$ cat config.mk
export PLATFORM = sky130hd
export DESIGN_NAME = fetch_unit
export DESIGN_NICKNAME = d
export VERILOG_FILES = /design/src/rtl/fetch_unit.sv
export SDC_FILE = /design/constraint.sdc
export NUM_CORES = 1
export LEC_CHECK = 0
export BUFFER_PORTS_ARGS = -buffer_cell sky130_fd_sc_hd__buf_2
export CAP_MARGIN = 10
export CORE_ASPECT_RATIO = 0.6
export CORE_MARGIN = 2
export CORE_UTILIZATION = 44
export CTS_CLUSTER_SIZE = 40
export DETAILED_ROUTE_END_ITERATION = 7
export GPL_ROUTABILITY_DRIVEN = 0
export PLACE_DENSITY = 0.76
export REMOVE_ABC_BUFFERS = 1
export SLEW_MARGIN = 30
export SYNTH_ARGS = -nofsm -noshare
export SYNTH_HDL_FRONTEND = slang
export SYNTH_SLANG_ARGS = --single-unit
$ cat constraint.sdc
create_clock -name clk -period 1.5 [get_ports clk]
set_clock_uncertainty 0.15 [all_clocks]
set_input_delay 0.3 -clock clk [delete_from_list [all_inputs] [get_ports clk]]
set_output_delay 0.3 -clock clk [all_outputs]
set_load 0.05 [all_outputs]
$ cat src/rtl/fetch_unit.sv
// Instruction fetch stage: issues one memory read per PC, holds the returned
// word for decode, and latches a sticky error if memory never answers.
module fetch_unit #(
  parameter int ADDR_W  = 16,
  parameter int INSTR_W = 16,
  parameter int TIMEOUT = 15
) (
  input  logic               clk,
  input  logic               reset,
  input  logic               start,
  input  logic [ADDR_W-1:0]  next_pc,
  output logic [ADDR_W-1:0]  pc_out,
  output logic               imem_req,
  output logic [ADDR_W-1:0]  imem_addr,
  input  logic               imem_ack,
  input  logic [INSTR_W-1:0] imem_data,
  output logic               instr_valid,
  input  logic               instr_ready,
  output logic [INSTR_W-1:0] instr_out,
  output logic [ADDR_W-1:0]  instr_pc,
  output logic [15:0]        retired_cnt,
  output logic               fetch_err
);

  localparam logic [7:0] TIMEOUT_W = 8'(TIMEOUT);

  typedef enum logic [1:0] {IDLE, FETCH, HOLD, ERROR} state_t;

  state_t              state, state_next;
  logic [7:0]          wait_cnt;
  logic                accept, handshake;
  logic [ADDR_W-1:0]   pc_next;

  always_ff @(posedge clk) begin
    if (reset) state <= IDLE;
    else       state <= state_next;
  end

  always_comb begin
    state_next = state;
    pc_next    = pc_out;
    accept     = 1'b0;
    handshake  = 1'b0;
    case (state)
      IDLE:  if (start) state_next = FETCH;
      FETCH: begin
        // an ack in the final watchdog cycle still completes the fetch
        if (imem_ack) begin
          accept     = 1'b1;
          state_next = HOLD;
        end else if (wait_cnt == TIMEOUT_W) begin
          state_next = ERROR;
        end
      end
      HOLD: begin
        if (instr_ready) begin
          handshake  = 1'b1;
          pc_next    = next_pc;
          state_next = start ? FETCH : IDLE;
        end
      end
      ERROR:   state_next = ERROR;
      default: state_next = IDLE;
    endcase
  end

  // Outputs are registered from the next-state decode so they line up with state.
  always_ff @(posedge clk) begin
    if (reset) begin
      pc_out      <= '0;
      imem_req    <= 1'b0;
      imem_addr   <= '0;
      instr_valid <= 1'b0;
      instr_out   <= '0;
      instr_pc    <= '0;
      retired_cnt <= '0;
      fetch_err   <= 1'b0;
      wait_cnt    <= '0;
    end else begin
      pc_out      <= pc_next;
      imem_addr   <= pc_next;
      imem_req    <= (state_next == FETCH);
      instr_valid <= (state_next == HOLD);
      fetch_err   <= (state_next == ERROR);
      if (accept) begin
        instr_out <= imem_data;
        instr_pc  <= pc_out;
      end
      if (handshake && retired_cnt != 16'hFFFF)
        retired_cnt <= retired_cnt + 16'd1;
      if (state != FETCH)
        wait_cnt <= '0;
      else if (!imem_ack)
        wait_cnt <= wait_cnt + 8'd1;
    end
  end

endmodule

* Yosys cells after proc, flatten, opt, wreduce, memory -nomap -nowiden *
Index checks and enable logic that the tools add are counted.

storage, ports and cells
  bits in registers = 77
  word-level logic and storage cells = 34
  input bits = 37

operators by class
  reduce and logical (&&, ||, !) cells = 4
  add/sub/neg operators = 2
  mux-type cells = 10
  equality and inequality tests = 9

operators with widths
  cell                     count
  $add A16 B1 Y16 const B  1
  $ne A16 B16 Y1 const B   1
  $add A8 B1 Y8 const B    1
  $eq A2 B2 Y1 const B     4
  $eq A8 B4 Y1 const B     1
  $mux W2                  4
  $pmux W2 S4              1
  $mux W1                  5
  $eq A2 B1 Y1 const B     2
  $logic_not A2 Y1         1
  $ne A2 B1 Y1 const B     1
  $reduce_and A2 Y1        1
  $reduce_or A2 Y1         1
  $logic_and A1 B1 Y1      1

* Depth between registers and ports, before layout *
  depth after elaboration = 5
  depth in mapped cells = 7

* Worst setup path after synthesis *
No wires, ideal clock.

  path type = reg2reg
  start = register retired_cnt[4]
  end = register retired_cnt[1]
  slack = -0.585 ns
  buffers on the path = 2
  setup time = 0.131 ns
  stages on the path, launching flop included = 7
  arrival = 1.804 ns
  clock period less this slack = 2.085 ns
  required time = 1.219 ns
  cells stage by stage = dfxtp_1 > nand4_1 > nor4_4 > buf_6 > buf_8 > nand3b_1 > a21oi_2

on the way
  word-level cells in the longest chain between the ends = 2

RTL lines
  what                    line  source
  from (decl)             21    output logic [15:0] retired_cnt,
  from (signal assigned)  90    retired_cnt <= retired_cnt + 16'd1;
  $ne A16 B16 Y1          89    if (handshake && retired_cnt != 16'hFFFF)
  $logic_and A1 B1 Y1     89

No other way between the ends.
A chain may end at the register's enable or synchronous reset.

* Final worst setup path *
  start = register retired_cnt[0]
  end = register retired_cnt[1]

on the way
  word-level cells in the longest chain between the ends = 2
  elaborated cells on any way between the ends = 3

RTL lines
  what
  branches (longest 2 deep; another with $add A16 B1 Y16)

Several ways; the timed one is not identified.

==> results.ini <==
[outcome]
status = complete, but fails checks
violations = setup timing

[clock_tree]
cts_made_buffers = 9
clock-sinks = 77
cts_root_buf = clkbuf_16
cts_buffer_depth = 2
hold_buffers = 0
clk_latency_ns = 0.33
htreeDepth = 3
clkSlewWorstSetupHoldPaths_ns = 0.06
cts_tree = done

[finish]
area_growth_pct = 50.5
final_core_util_pct = 69.9
drive_gt1_share_pct = 45.2
finalNetCount = 570
n_antenna_cell = 0

[die]
io_pins = 120
rows = 23
start_util_pct = 46.4
dieArea_um2 = 7880
die_height_um = 69.6
die_x_um = 113
design.core.area_um2 = 6790

[synth]
seq_area_frac_synth_pct = 48.9
yosysMostFrequentCell = nand2_1
synth_edf_count = 0
ys_async_sr_fraction_pct = 0
netlist_area_um2 = 3150
synthCells = 372
ys_warn_count = 0
yosysTopAreaCell = dfxtp_1
synth_seq_cells = 77
synth_top_area_share_pct = 48.9
ys.flop_type = dfxtp_1
ys_types = 42
netlist_top_cells_count = nand2_1, dfxtp_1, a21oi_1
synth.area.top_cells = dfxtp_1, nand2_1, a21oi_1
avgSynthCellArea_um2 = 8.48

[timing]
clock.fmax_ghz = 0.591
fin_ws_ns = -0.193
setup_violations = 17
rsz0062_at_grt = true
drv_slew = 0
worst-slew-pin-transition_ns = 0.314
period_needed_ns = 1.69
post-route-period-util_pct = 113
hold_viol_final = 0
relSlewSlack_pct = 78.8

[power]
irDropWorstVdd_v = 0.000655
leakage_nw = 2.11
p_per_area_nw_per_um2 = 993

[worst_setup_path]
cpMaxStageDelayCell = dfxtp_4
critical_path_required_ns = 1.56
slowest_delay_ns = 0.36
worstSetupPathType = register to register
r2r-end = retired_cnt[1]
cp-start-kind = register
reg2reg_setup_slack_ns = -0.19
crit_chain = ha_4, nand3_4, buf_6, nor4_4, buf_4, nand3b_1, a21oi_2
r2r_start = retired_cnt[0]
endpoint_kind = register
arrival_ns = 1.76
critPathLaunch = retired_cnt[0]
worstRegToRegCells = 7
cp_max_fo = 5
crit_end = retired_cnt[1]

[route]
drt_iter0_markers = 121
firstDrtPassIters = 6
vias_per_cell = 5.03
vias = 3131
wl_per_cell_um = 14.0
routed_wl_mm = 8.73
drc = 0
ant_nets = 0

[placement]
port-buffer-count = 119
dp_slack_ns = -0.252
dpl.hpwl_mm = 5.88

[grt]
grt_start_max_net_pins = 48
grt_usage_pct = 22.3
grt_antenna_before_repair = 0
gr-total-overflow = 0
grt_pass1_vias = 3001
grt_pass1_wl_mm = 14.1

[flow_run]
maxCapViolations = 0

[worst_hold_path]
hold_path_class = input port to register

## flip-flops by register name, indices dropped and copies added, names as in the netlist
register     flops
fetch_err        1
imem_addr       16
imem_req         1
instr_out       16
instr_pc        16
instr_valid      1
retired_cnt     16
state            2
wait_cnt         8
## layout by cell type (no fill, tap or decap), types with 9 or more instances in the layout
cell	n
buf_6	14
buf_4	63
dfxtp_1	61
nand2_1	99
buf_2	99
nor2_1	12
dfxtp_2	13
clkbuf_16	9
a21oi_1	60
## critical path, delay by kind of cell (launching register included)
kind	cells	cell delay (ns)
flops	1	0.36
compound gates	1	0.05
buf+inv	2	0.34
simple gates	3	0.51
fa+ha+maj	1	0.15
## through the flow
step | total power [mW] | hold WS (ns) | std cells | TNS (ns) | instance area, um^2
after floorplan | 2.38 | 0.212 | 335 | -24.91 | 2920
after global placement | 2.57 | 0.289 | 591 | -1.96 | 4060
after detailed placement | 2.58 | 0.294 | 591 | -3.20 | 4060
after CTS | 4.76 | 0.0419 | 618 | -1.40 | 4610
after global routing | 4.89 | 0.0486 | 622 | -3.67 | 4750
final | 4.71 | 0.0527 | 622 | -2.35 | 4750
## worst min path at each step
stage	startpoint	endpoint	slack, ns	depth (start not counted)
finish	next_pc[13]	imem_addr[13]	0.05	3
global route	next_pc[9]	imem_addr[9]	0.05	3
CTS	imem_data[14]	instr_out[14]	0.04	3
detailed placement	instr_pc[2]	instr_pc[2]	0.29	2
global placement	instr_pc[8]	instr_pc[8]	0.29	2
floorplan	reset	retired_cnt[1]	0.21	1
## cells by family after synthesis
logic type | Yosys count | synth area share (%)
AND/OR/NAND/NOR | 164 | 25.8
buffers and inverters | 40 | 7.62
flip-flops | 77 | 48.9
XOR/XNOR | 8 | 2.22
adder cells (fa/ha/maj) | 2 | 0.794
multiplexers | 1 | 0.317
AO/OA/AOI/OAI | 80 | 14.3
## metal layers
| layer | routed length (um) | up-vias | GRT usage [%] |
|---|---|---|---|
| met5 | 0 | - | 0 |
| met4 | 80 | 0 | 4.47 |
| met3 | 508 | 8 | 6.91 |
| met2 | 4150 | 93 | 36.7 |
| met1 | 3980 | 1449 | 29.1 |
| li1 | - | 1581 | - |
## where the power goes
group	internal, mW	switching, mW	leakage [nW]	total, mW
combinational	0.145	0.302	1.34	0.447
clock	1.36	0.799	0.147	2.16
sequential	2.08	0.0236	0.631	2.10
## repair_timing
action / CTS / global route
gates cloned: 1 / 0
pin swaps: 13 / 12
buffers inserted: 12 / 4
gates resized for setup: 52 / 27
setup endpoints to repair: 36 / 66
## final cells by class
class | instances | area, um^2
timing repair buffer | 184 | 1230
multi-input combinational | 256 | 1530
inverter | 3 | 11.3
clock buffer | 11 | 253
sequential | 77 | 1570
fill | 536 | 2050
clock inverter | 4 | 47.5
tap | 87 | 109
(Power assumes the default switching activity.)
